$ cat src/rtl/sync_w2r_mon_if.sv
// Write-to-read pointer sync bundle: FIFO read side drives the master end,
// the synchroniser/monitor sits on the slave end.
interface sync_w2r_mon_if #(
  parameter int PW = 4
);
  logic [PW-1:0] wptr;
  logic [PW-1:0] rptr_bin;
  logic          clr_err;
  logic [PW-1:0] rsync_ptr;
  logic [PW-1:0] rsync_bin;
  logic [PW-1:0] rfill;
  logic          rempty;
  logic          ralmost_empty;
  logic          wptr_adv;
  logic          gray_err;

  modport master (
    output wptr, rptr_bin, clr_err,
    input  rsync_ptr, rsync_bin, rfill, rempty, ralmost_empty, wptr_adv, gray_err
  );

  modport slave (
    input  wptr, rptr_bin, clr_err,
    output rsync_ptr, rsync_bin, rfill, rempty, ralmost_empty, wptr_adv, gray_err
  );
endinterface

$ cat src/rtl/sync_w2r_mon.sv
// Gray write pointer into r_clk: SYNC_STAGES flops, registered binary decode,
// fill/empty against the local read pointer, and a sticky Gray-violation monitor.
module sync_w2r_mon #(
  parameter int DEPTH       = 8,
  parameter int SYNC_STAGES = 2,
  parameter int AE_THRESH   = 1
) (
  input logic           r_clk,
  input logic           rst_n,
  sync_w2r_mon_if.slave bus
);
  localparam int AW = $clog2(DEPTH);
  localparam int PW = AW + 1;
  localparam logic [PW-1:0] AE_W = PW'(AE_THRESH);

  if (SYNC_STAGES < 2 || SYNC_STAGES > 4) begin : g_bad_stages
    $error("sync_w2r_mon: SYNC_STAGES must be 2..4");
  end
  if (DEPTH < 2 || (1 << AW) != DEPTH) begin : g_bad_depth
    $error("sync_w2r_mon: DEPTH must be a power of two >= 2");
  end
  if (AE_THRESH < 0 || AE_THRESH > DEPTH) begin : g_bad_ae
    $error("sync_w2r_mon: AE_THRESH must be 0..DEPTH");
  end

  logic [SYNC_STAGES-1:0][PW-1:0] r_sync;
  logic [PW-1:0] r_bin;
  logic [PW-1:0] r_gprev;
  logic          r_adv;
  logic          r_err;
  logic [PW-1:0] w_g;
  logic [PW-1:0] w_bin;
  logic [PW-1:0] w_fill;
  logic          w_viol;

  assign w_g = r_sync[SYNC_STAGES-1];

  // bin[i] is the XOR of all Gray bits at or above i
  always_comb begin
    w_bin = '0;
    for (int i = 0; i < PW; i++) w_bin[i] = ^(w_g >> i);
  end

  assign w_viol = $countones(w_g ^ r_gprev) > 1;

  always_ff @(posedge r_clk or negedge rst_n) begin
    if (!rst_n) begin
      r_sync  <= '0;
      r_bin   <= '0;
      r_gprev <= '0;
      r_adv   <= 1'b0;
      r_err   <= 1'b0;
    end else begin
      r_sync[0] <= bus.wptr;
      for (int i = 1; i < SYNC_STAGES; i++) r_sync[i] <= r_sync[i-1];
      r_bin   <= w_bin;
      r_gprev <= w_g;
      r_adv   <= (w_g != r_gprev);
      // a fresh violation beats a concurrent clear
      if (w_viol)           r_err <= 1'b1;
      else if (bus.clr_err) r_err <= 1'b0;
    end
  end

  // modulo subtraction handles pointer wrap; over-range fill is passed through
  assign w_fill            = r_bin - bus.rptr_bin;
  assign bus.rsync_ptr     = w_g;
  assign bus.rsync_bin     = r_bin;
  assign bus.rfill         = w_fill;
  assign bus.rempty        = (r_bin == bus.rptr_bin);
  assign bus.ralmost_empty = (w_fill <= AE_W);
  assign bus.wptr_adv      = r_adv;
  assign bus.gray_err      = r_err;
endmodule

$ cat src/flat_wrapper.sv
// flat-port wrapper written by rule: the top's interface ports become plain ports
module sync_w2r_mon_flat 
#(
  parameter int DEPTH       = 8,
  parameter int SYNC_STAGES = 2,
  parameter int AE_THRESH   = 1
)
  (r_clk, rst_n, bus_wptr, bus_rptr_bin, bus_clr_err, bus_rsync_ptr, bus_rsync_bin, bus_rfill, bus_rempty, bus_ralmost_empty, bus_wptr_adv, bus_gray_err);
  sync_w2r_mon_if bus_i ();
  input logic r_clk;
  input logic rst_n;
  input wire logic [$bits(bus_i.wptr)-1:0] bus_wptr;
  input wire logic [$bits(bus_i.rptr_bin)-1:0] bus_rptr_bin;
  input wire logic [$bits(bus_i.clr_err)-1:0] bus_clr_err;
  output wire logic [$bits(bus_i.rsync_ptr)-1:0] bus_rsync_ptr;
  output wire logic [$bits(bus_i.rsync_bin)-1:0] bus_rsync_bin;
  output wire logic [$bits(bus_i.rfill)-1:0] bus_rfill;
  output wire logic [$bits(bus_i.rempty)-1:0] bus_rempty;
  output wire logic [$bits(bus_i.ralmost_empty)-1:0] bus_ralmost_empty;
  output wire logic [$bits(bus_i.wptr_adv)-1:0] bus_wptr_adv;
  output wire logic [$bits(bus_i.gray_err)-1:0] bus_gray_err;
  assign bus_i.wptr = bus_wptr;
  assign bus_i.rptr_bin = bus_rptr_bin;
  assign bus_i.clr_err = bus_clr_err;
  assign bus_rsync_ptr = bus_i.rsync_ptr;
  assign bus_rsync_bin = bus_i.rsync_bin;
  assign bus_rfill = bus_i.rfill;
  assign bus_rempty = bus_i.rempty;
  assign bus_ralmost_empty = bus_i.ralmost_empty;
  assign bus_wptr_adv = bus_i.wptr_adv;
  assign bus_gray_err = bus_i.gray_err;
  sync_w2r_mon #(.DEPTH(DEPTH), .SYNC_STAGES(SYNC_STAGES), .AE_THRESH(AE_THRESH)) u_core (.r_clk(r_clk), .rst_n(rst_n), .bus(bus_i));
endmodule
$ cat config.mk
export PLATFORM = sky130hd
export DESIGN_NAME = sync_w2r_mon_flat
export DESIGN_NICKNAME = d
export VERILOG_FILES = /design/src/rtl/sync_w2r_mon_if.sv /design/src/rtl/sync_w2r_mon.sv /design/src/flat_wrapper.sv
export SDC_FILE = /design/constraint.sdc
export NUM_CORES = 1
export LEC_CHECK = 0
export BUFFER_PORTS_ARGS = -buffer_cell sky130_fd_sc_hd__buf_4
export CAP_MARGIN = 20
export CELL_PAD_IN_SITES_DETAIL_PLACEMENT = 1
export CELL_PAD_IN_SITES_GLOBAL_PLACEMENT = 2
export CORE_ASPECT_RATIO = 1.4
export CORE_UTILIZATION = 32
export CTS_CLUSTER_DIAMETER = 40
export DETAILED_ROUTE_END_ITERATION = 16
export PLACE_DENSITY = 0.9
export SLEW_MARGIN = 20
export SYNTH_ARGS = -nofsm -noshare
export SYNTH_HDL_FRONTEND = slang
export SYNTH_SLANG_ARGS = --single-unit
$ cat constraint.sdc
create_clock -name r_clk -period 3.6 [get_ports r_clk]
set_clock_uncertainty 0.05 [all_clocks]
set_input_delay 0.72 -clock r_clk [delete_from_list [all_inputs] [get_ports r_clk]]
set_output_delay 0.72 -clock r_clk [all_outputs]
set_load 0.01 [all_outputs]
==> impl_metrics.ini, run 1 <==
[timing]
setup_ws_ns = 0.9064
worst_pin_slew_ns = 0.2477
setup_viol = 0
whs_ns = 0.2292
finalSetupTns_ns = 0
fmax_ghz = 0.3712
rsz0062_at_grt = false
period_needed_ns = 2.694
hold_viol = 0
slew_violations = 0
fin_crit_sh_pct = 74.82
relSlewSlack_pct = 83.43

[cts]
clock-sinks = 17
clkTransAtPathRegs_ns = 0.09
numCtsBuffers = 3
cts_hold_buf = 0
cts_root_buffer = clkbuf_4
clk_latency_ns = 0.28
cts_resized = 0
clk_path_buf_depth = 2
cts_tree = done
cts_setup_buffers = 0
htreeDepth = 1

[finish]
drive_above_1_share_pct = 34.09
area_growth_pct = 27.38
nNetsFinal = 109
antenna-diode-count = 0

[critical_path]
path_cells = buf_4 -> ha_1 -> fa_1 -> inv_1 -> a211oi_1 -> buf_4
arrival_ns = 1.92
slowest_delay_ns = 0.49
critPathSlowestCell = fa_1
cp-start-kind = input port
worst-endpoint-required_ns = 2.83
cp_top_family = adder cells
worst_setup_path_end_kind = primary output
critPathBufInv = 3
crit_type = input port to primary output
crit_path_frequent_cell = buf_4
crit_path_max_fanout = 2

[floorplan]
start_util_pct = 34.89
io_pins = 27
die_y_um = 60.31
rows = 20
core_region_area_um2 = 2227
die_width_um = 43.65
die_area_um2 = 2632

[synthesis]
synth_cell_types = 16
yosys.area.top_type = dfrtp_1
netlist_instances = 63
yosysTopAreaCellShare_pct = 54.75
synth.avg_cell_area_um2 = 12.33
syn_nets = 83
netlist_area_um2 = 777.0
yosysSeqAreaShare_pct = 54.75
yosys_register_bits = 17
synth.area.top_cells = dfrtp_1 55%, ha_1 11%, xor2_1 9.0%, inv_1 5.3%, fa_1 5.2%
synth_warnings = 0

[global_route]
gr-usage-all-layers_pct = 11.61
grt_pass1_vias = 557
grt-ovfl-total = 0
grt_pass1_wl_mm = 2.208
grt_max_degree = 18
antenna_found_initial = 0

[run_status]
violations = design-rule violations
status = finished with violations

[routing]
wl_mm = 1.345
wl_per_cell_um = 12.23
postRouteAntennaNets = 0
drc = 5
drt_iter0_markers = 5
num_vias = 510
vias_per_cell = 4.636
drt_pre_antenna_iters = 9

[placed_design]
gp_congestion = 0.7640
port_buffers = 26
hpwl_mm = 1.150
pre_cts_ws_ns = 0.9039

[run]
cap_viol_max_count = 0

[pwr]
power.density_nw_per_um2 = 460.5
power.static_leakage_nw = 0.5276
vdd_drop_max_mv = 0.2558

[hold_path]
hp-class = input port to async pin
==> where the power goes <==
part	total, mW	leakage (nW)	switching, mW	internal, mW
combinational	0.141	0.315	0.0685	0.0721
clock	0.0965	0.0177	0.0553	0.0412
sequential	0.219	0.195	0.0111	0.208
==> flip-flops by register name, indices dropped and copies added, names as in the netlist <==
register and count:
u_core.bus.rsync_bin 4, u_core.bus.rsync_ptr 4, u_core.r_sync 4, u_core.r_gprev 3, u_core.bus.gray_err 1, u_core.bus.wptr_adv 1
==> worst register-to-register path: stages, from the launching register on <==
cell,delay (ns)
dfrtp_1,0.43
xor2_1,0.26
ha_1,0.28
and2_1,0.15
fa_1,0.44
nor2_1,0.11
o21ai_0,0.08
==> cells in the final DEF (no fill, tap or decap) <==
| cell type | n |
|---|---|
| fa_1 | 2 |
| nand3_1 | 2 |
| nor2_1 | 2 |
| buf_4 | 26 |
| inv_1 | 11 |
| nand2_1 | 1 |
| xnor2_1 | 1 |
| and2_1 | 2 |
| a21oi_1 | 1 |
| ha_1 | 7 |
| a21o_1 | 1 |
| nand3b_1 | 1 |
| a211oi_1 | 1 |
| xor2_1 | 8 |
| dfrtp_1 | 17 |
| o21ai_0 | 1 |
| clkbuf_4 | 3 |
| clkinv_2 | 1 |
==> final timing paths <==
kind                                                    from                                 to  slack, ns  cells after the start
hold / removal                                         rst_n         u_core.r_sync[1]$_DFF_PN0_       0.23                      1
min in group r_clk                u_core.r_sync[1]$_DFF_PN0_  u_core.bus.rsync_ptr[1]$_DFF_PN0_       0.31                      0
max in group asynchronous                              rst_n        u_core.r_gprev[0]$_DFF_PN0_       3.09                      1
setup reg to reg           u_core.bus.rsync_ptr[0]$_DFF_PN0_    u_core.bus.gray_err$_DFFE_PN0P_       1.71                      6
hold reg to reg                   u_core.r_sync[1]$_DFF_PN0_  u_core.bus.rsync_ptr[1]$_DFF_PN0_       0.31                      0
setup / recovery                             bus_rptr_bin[0]                  bus_ralmost_empty       0.91                      6
==> Yosys cell counts (all sizes together) <==
cell type  number
fa              2
nand3           2
xor2            8
inv            11
nand3b          1
xnor2           1
o21ai           1
dfrtp          17
a21o            1
a211oi          1
nor2            2
ha              7
a21oi           1
nand2           1
and2            2
buf             5
==> stage by stage <==
step / power, mW / util (%) / std cells / area, um2
2_1_floorplan: 0.2956 / - / 63 / 777.0
3_3_place_gp: 0.3590 / 43.20 / 106 / 962.2
3_5_place_dp: 0.3665 / 43.20 / 106 / 962.2
4_1_cts: 0.4654 / 44.44 / 110 / 989.7
5_1_grt: 0.4889 / 44.44 / 110 / 989.7
6_report: 0.4558 / 44.44 / 110 / 989.7
==> area by class of cell <==
type,count,area (um2)
sequential,17,425.4
tap,22,27.53
multi-input combinational,30,272.8
fill,249,1237
inverter,11,41.29
clock buffer,3,22.52
timing repair buffer,26,195.2
clock inverter,1,5.005
==> layer usage <==
metal  GRT usage, %  routed length (um)
met2          23.67                 807
met3          1.208                  90
met5              0                   0
met4          4.018                   0
met1          11.75                 447
==> kinds of logic after synthesis <==
kind of cell | Yosys count | synth area share [%]
flip-flops | 17 | 54.75
buffers and inverters | 16 | 10.15
XOR/XNOR | 9 | 10.15
adder cells (fa/ha/maj) | 9 | 16.42
AND/OR/NAND/NOR | 8 | 5.314
AO/OA/AOI/OAI | 4 | 3.220
Power figures use the tool's default switching activity.
==> run 2, diff against run 1 <==
--- a/config.mk
+++ b/config.mk
@@ -10,10 +10,10 @@
 export CELL_PAD_IN_SITES_DETAIL_PLACEMENT = 1
 export CELL_PAD_IN_SITES_GLOBAL_PLACEMENT = 2
 export CORE_ASPECT_RATIO = 1.4
-export CORE_UTILIZATION = 32
+export CORE_UTILIZATION = 30
 export CTS_CLUSTER_DIAMETER = 40
 export DETAILED_ROUTE_END_ITERATION = 16
-export PLACE_DENSITY = 0.9
+export PLACE_DENSITY = 0.85
 export SLEW_MARGIN = 20
 export SYNTH_ARGS = -nofsm -noshare
 export SYNTH_HDL_FRONTEND = slang
==> constraint.sdc (replaced) <==
create_clock -name r_clk -period 2.5 [get_ports r_clk]
set_clock_uncertainty 0.05 [all_clocks]
set_input_delay 0.5 -clock r_clk [delete_from_list [all_inputs] [get_ports r_clk]]
set_output_delay 0.5 -clock r_clk [all_outputs]
set_load 0.01 [all_outputs]
==> impl_metrics.ini, run 2 (synthesized netlist as in run 1, its figures left out) <==
[critical_path]
path_cells = inv_1 -> ha_1 -> fa_1 -> inv_1 -> a211oi_1 -> buf_4
critPathSlowestCell = fa_1
r2r_setup_slack_ns = 0.61
crit_path_frequent_cell = inv_1
timing.rr.start = u_core.bus.rsync_ptr[1]$_DFF_PN0_
worst_setup_path_end_kind = primary output
worst-endpoint-required_ns = 1.95
crit_start = u_core.bus.rsync_bin[0]$_DFF_PN0_
r2r_cells = 6
crit_end = bus_ralmost_empty
cp-start-kind = register
timing.rr.end = u_core.bus.gray_err$_DFFE_PN0P_
slowest_delay_ns = 0.48
crit_path_max_fanout = 2
crit_type = register to primary output
cp_top_family = adder cells
cp.depth = 6
critPathBufInv = 3
arrival_ns = 1.79

[finish]
final_common_cell = buf_4
fillers = 293
seq_area_um2 = 425.4
area_growth_pct = 29.31
mostFrequentLayoutCells = 26 x buf_4, 17 x dfrtp_1, 11 x inv_1
multi_input_area_um2 = 272.8
nNetsFinal = 109
drive_above_1_share_pct = 34.09
antenna-diode-count = 0

[cts]
cts_hold_buf = 0
numCtsBuffers = 3
clkTransAtPathRegs_ns = 0.10
htreeDepth = 1
cts_resized = 0
cts_tree = done
cts_setup_buffers = 0
clk_path_buf_depth = 2
clock-sinks = 17
clk_latency_ns = 0.28
cts_root_buffer = clkbuf_4

[pwr]
power.density_nw_per_um2 = 653.7
vdd_drop_max_mv = 0.3904
power.static_leakage_nw = 0.5276
total_power_mw = 0.6568

[timing]
rsz0062_at_grt = false
finalSetupTns_ns = 0
worst_pin_slew_ns = 0.2547
setup_viol = 0
fin_crit_sh_pct = 93.47
hold_viol = 0
relSlewSlack_pct = 82.97
period_needed_ns = 2.337
fmax_ghz = 0.4280
slew_violations = 0

[floorplan]
io_pins = 27
die_width_um = 45.01
die_y_um = 62.22
core_region_area_um2 = 2417
start_util_pct = 32.14
rows = 21
die_area_um2 = 2800

[routing]
vias_per_cell = 4.131
num_vias = 504
drt_pre_antenna_iters = 1
drc = 0
wl_per_cell_um = 10.83
drt_iter0_markers = 0
postRouteAntennaNets = 0
wl_mm = 1.321

[placed_design]
hpwl_mm = 1.123
port_buffers = 26
gp_congestion = 0.6906

[global_route]
grt-ovfl-total = 0
gr-usage-all-layers_pct = 10.90
grt_pass1_vias = 549
grt_pass1_wl_mm = 2.249
grt_max_degree = 18
antenna_found_initial = 0

[run]
cap_viol_max_count = 0

[hold_path]
hp-class = input port to async pin

[run_status]
status = finished clean
## run 2: cell type report
type                       instances  share of cell area, %
clock buffer                       3                  2.242
sequential                        17                  42.34
timing repair buffer              26                  19.43
clock inverter                     1                 0.4981
tap                               34                  4.234
inverter                          11                  4.110
multi-input combinational         30                  27.15
## run 2: worst min path at each step
stage | start | slack [ns] | end | cells after the start
5_1_grt | rst_n | 0.006 | u_core.bus.rsync_bin[0]$_DFF_PN0_ | 1
4_1_cts | rst_n | 0.007 | u_core.r_sync[0]$_DFF_PN0_ | 1
6_report | rst_n | 0.005 | u_core.r_sync[0]$_DFF_PN0_ | 1
3_5_place_dp | u_core.r_sync[0]$_DFF_PN0_ | 0.29 | u_core.bus.rsync_ptr[0]$_DFF_PN0_ | 0
2_1_floorplan | rst_n | 0.15 | u_core.bus.gray_err$_DFFE_PN0P_ | 0
3_3_place_gp | u_core.r_sync[3]$_DFF_PN0_ | 0.28 | u_core.bus.rsync_ptr[3]$_DFF_PN0_ | 0
## run 2: through the flow
step / util (%) / instance area [um2] / hold slack [ns] / std cells / setup WS [ns]
5_1_grt: 41.56 / 1005 / 0.006152 / 122 / 0.04427
4_1_cts: 41.56 / 1005 / 0.007091 / 122 / 0.1334
6_report: 41.56 / 1005 / 0.005304 / 122 / 0.1633
3_5_place_dp: 40.42 / 977.2 / 0.2864 / 118 / 0.2543
3_3_place_gp: 40.42 / 977.2 / 0.2821 / 118 / 0.2768
2_1_floorplan: - / 777.0 / 0.1544 / 63 / 0.3710
## run 2: power breakdown
part           switching, mW  total (mW)  internal [mW]
logic                 0.0986       0.201          0.102
registers             0.0151       0.314          0.299
clock network         0.0823       0.142         0.0593
## run 2: metal layers
| metal | GRT usage (%) | vias to the layer above | share of wire (%) |
|---|---|---|---|
| li1 | - | 237 | - |
| met5 | 0 | - | 0 |
| met3 | 2.616 | 0 | 6.7 |
| met1 | 11.34 | 244 | 35 |
| met4 | 3.409 | 0 | 0 |
| met2 | 20.11 | 23 | 58 |
## run 2: worst register-to-register path: stages (launching register included)
cell	delay, ns
dfrtp_1	0.45
xor2_1	0.23
ha_1	0.26
and2_1	0.15
fa_1	0.43
nor2_1	0.11
o21ai_0	0.09
==> run 3, diff against run 2 <==
--- a/config.mk
+++ b/config.mk
@@ -10,10 +10,11 @@
 export CELL_PAD_IN_SITES_DETAIL_PLACEMENT = 1
 export CELL_PAD_IN_SITES_GLOBAL_PLACEMENT = 2
 export CORE_ASPECT_RATIO = 1.4
-export CORE_UTILIZATION = 30
+export CORE_UTILIZATION = 31
+export CTS_BUF_LIST = sky130_fd_sc_hd__clkbuf_4
 export CTS_CLUSTER_DIAMETER = 40
 export DETAILED_ROUTE_END_ITERATION = 16
-export PLACE_DENSITY = 0.85
+export PLACE_DENSITY = 0.87
 export SLEW_MARGIN = 20
 export SYNTH_ARGS = -nofsm -noshare
 export SYNTH_HDL_FRONTEND = slang
==> impl_metrics.ini, run 3 (synthesized netlist as in run 1, its figures left out) <==
[run_status]
status = finished clean

[finish]
fillers = 270
mostFrequentLayoutCells = 26 x buf_4, 17 x dfrtp_1, 11 x inv_1
design_area_um2 = 1011
nNetsFinal = 109
antenna-diode-count = 0
final_common_cell = buf_4
utilization_pct = 42.28
area_growth_pct = 30.11
drive_above_1_share_pct = 35.23
layout.cells.non_filler = 122

[timing]
fin_crit_sh_pct = 92.78
worst_pin_slew_ns = 0.2484
slew_violations = 0
setup_viol = 0
whs_ns = 0.005529
fmax_ghz = 0.4311
period_needed_ns = 2.320
rsz0062_at_grt = false
relSlewSlack_pct = 83.38
finalSetupTns_ns = 0
hold_viol = 0
setup_ws_ns = 0.1804

[hold_path]
hp-class = input port to async pin

[floorplan]
io_pins = 27
die_area_um2 = 2713
die_y_um = 61.24
core_region_area_um2 = 2391
die_width_um = 44.31
rows = 21
start_util_pct = 32.50

[routing]
postRouteAntennaNets = 0
drt_pre_antenna_iters = 2
drc = 0
wl_per_cell_um = 10.68
drt_iter0_markers = 12
vias_per_cell = 4.180
wl_mm = 1.303
num_vias = 510

[cts]
cts_setup_buffers = 0
numCtsBuffers = 3
clk_latency_ns = 0.28
clkTransAtPathRegs_ns = 0.10
htreeDepth = 1
cts_hold_buf = 0
cts_root_buffer = clkbuf_4
clock-sinks = 17
cts_tree = done
clk_path_buf_depth = 2

[critical_path]
crit_type = register to primary output
slowest_delay_ns = 0.48
cp-start-kind = register
crit_path_frequent_cell = inv_1
worst-endpoint-required_ns = 1.95
arrival_ns = 1.77
crit_path_max_fanout = 2
path_cells = inv_1 -> ha_1 -> fa_1 -> inv_1 -> a211oi_1 -> buf_4
critPathSlowestCell = fa_1
worst_setup_path_end_kind = primary output

[placed_design]
pre_cts_ws_ns = 0.2636
hpwl_mm = 1.113
post-place-cells = 118
port_buffers = 26
placed_area_um2 = 977.2
gp_congestion = 0.6626

[global_route]
antenna_found_initial = 0
grt_pass1_wl_mm = 2.187
grt_max_degree = 18
gr-usage-all-layers_pct = 11.13
grt_pass1_vias = 517
grt-ovfl-total = 0

[run]
cap_viol_max_count = 0

[pwr]
vdd_drop_max_mv = 0.3078
power.static_leakage_nw = 0.5288
power.density_nw_per_um2 = 662.5
total_power_mw = 0.6698
-- run 3: cell count changes in the layout (fill, tap and decap cells not counted) --
cell      previous run  this run
clkbuf_4             3         4
clkinv_2             1         0
a21oi_1              1         0
a21oi_2              0         1
-- run 3: path summary, 6_finish.rpt --
kind | from | endpoint | slack [ns] | cells after the start
max | u_core.bus.rsync_bin[0]$_DFF_PN0_ | bus_ralmost_empty | 0.18 | 6
min | rst_n | u_core.r_sync[3]$_DFF_PN0_ | 0.006 | 1
max reg2reg | u_core.bus.rsync_ptr[2]$_DFF_PN0_ | u_core.bus.gray_err$_DFFE_PN0P_ | 0.64 | 6
min reg2reg | u_core.r_sync[0]$_DFF_PN0_ | u_core.bus.rsync_ptr[0]$_DFF_PN0_ | 0.30 | 0
max in group asynchronous | rst_n | u_core.r_gprev[0]$_DFF_PN0_ | 2.21 | 1
min in group r_clk | bus_wptr[3] | u_core.r_sync[3]$_DFF_PN0_ | 0.26 | 1
-- run 3: layout make-up --
type	count	area (um2)	area share [%]
sequential	17	425.4	42.08
clock buffer	4	30.03	2.970
multi-input combinational	30	276.5	27.35
tap	34	42.54	4.208
timing repair buffer	26	195.2	19.31
inverter	11	41.29	4.084
-- run 3: report_power, final --
group,switching [mW],leakage (nW),internal (mW)
clock,0.0802,0.0184,0.0728
sequential,0.0156,0.195,0.299
combinational,0.0987,0.316,0.103
-- run 3: worst max-delay path: cells and delay by family (launching register included) --
family / cells / cell delay, ns
adder cells (fa/ha/maj): 2 / 0.69
flip-flops: 1 / 0.36
buffers and inverters: 3 / 0.25
AO/OA/AOI/OAI: 1 / 0.20
-- run 3: routing by layer --
metal	share of wire, %	up-vias	track usage [%]
li1	-	240	-
met1	37	245	13.07
met2	56	23	19.96
met3	6.3	2	1.466
met4	0.54	0	5.195
met5	0	-	0
-- run 3: timing repair --
action                                  in CTS  in global routing
resized for setup                            0                  1
endpoints found under the setup margin       0                  1
endpoints found under the hold margin        0                  0
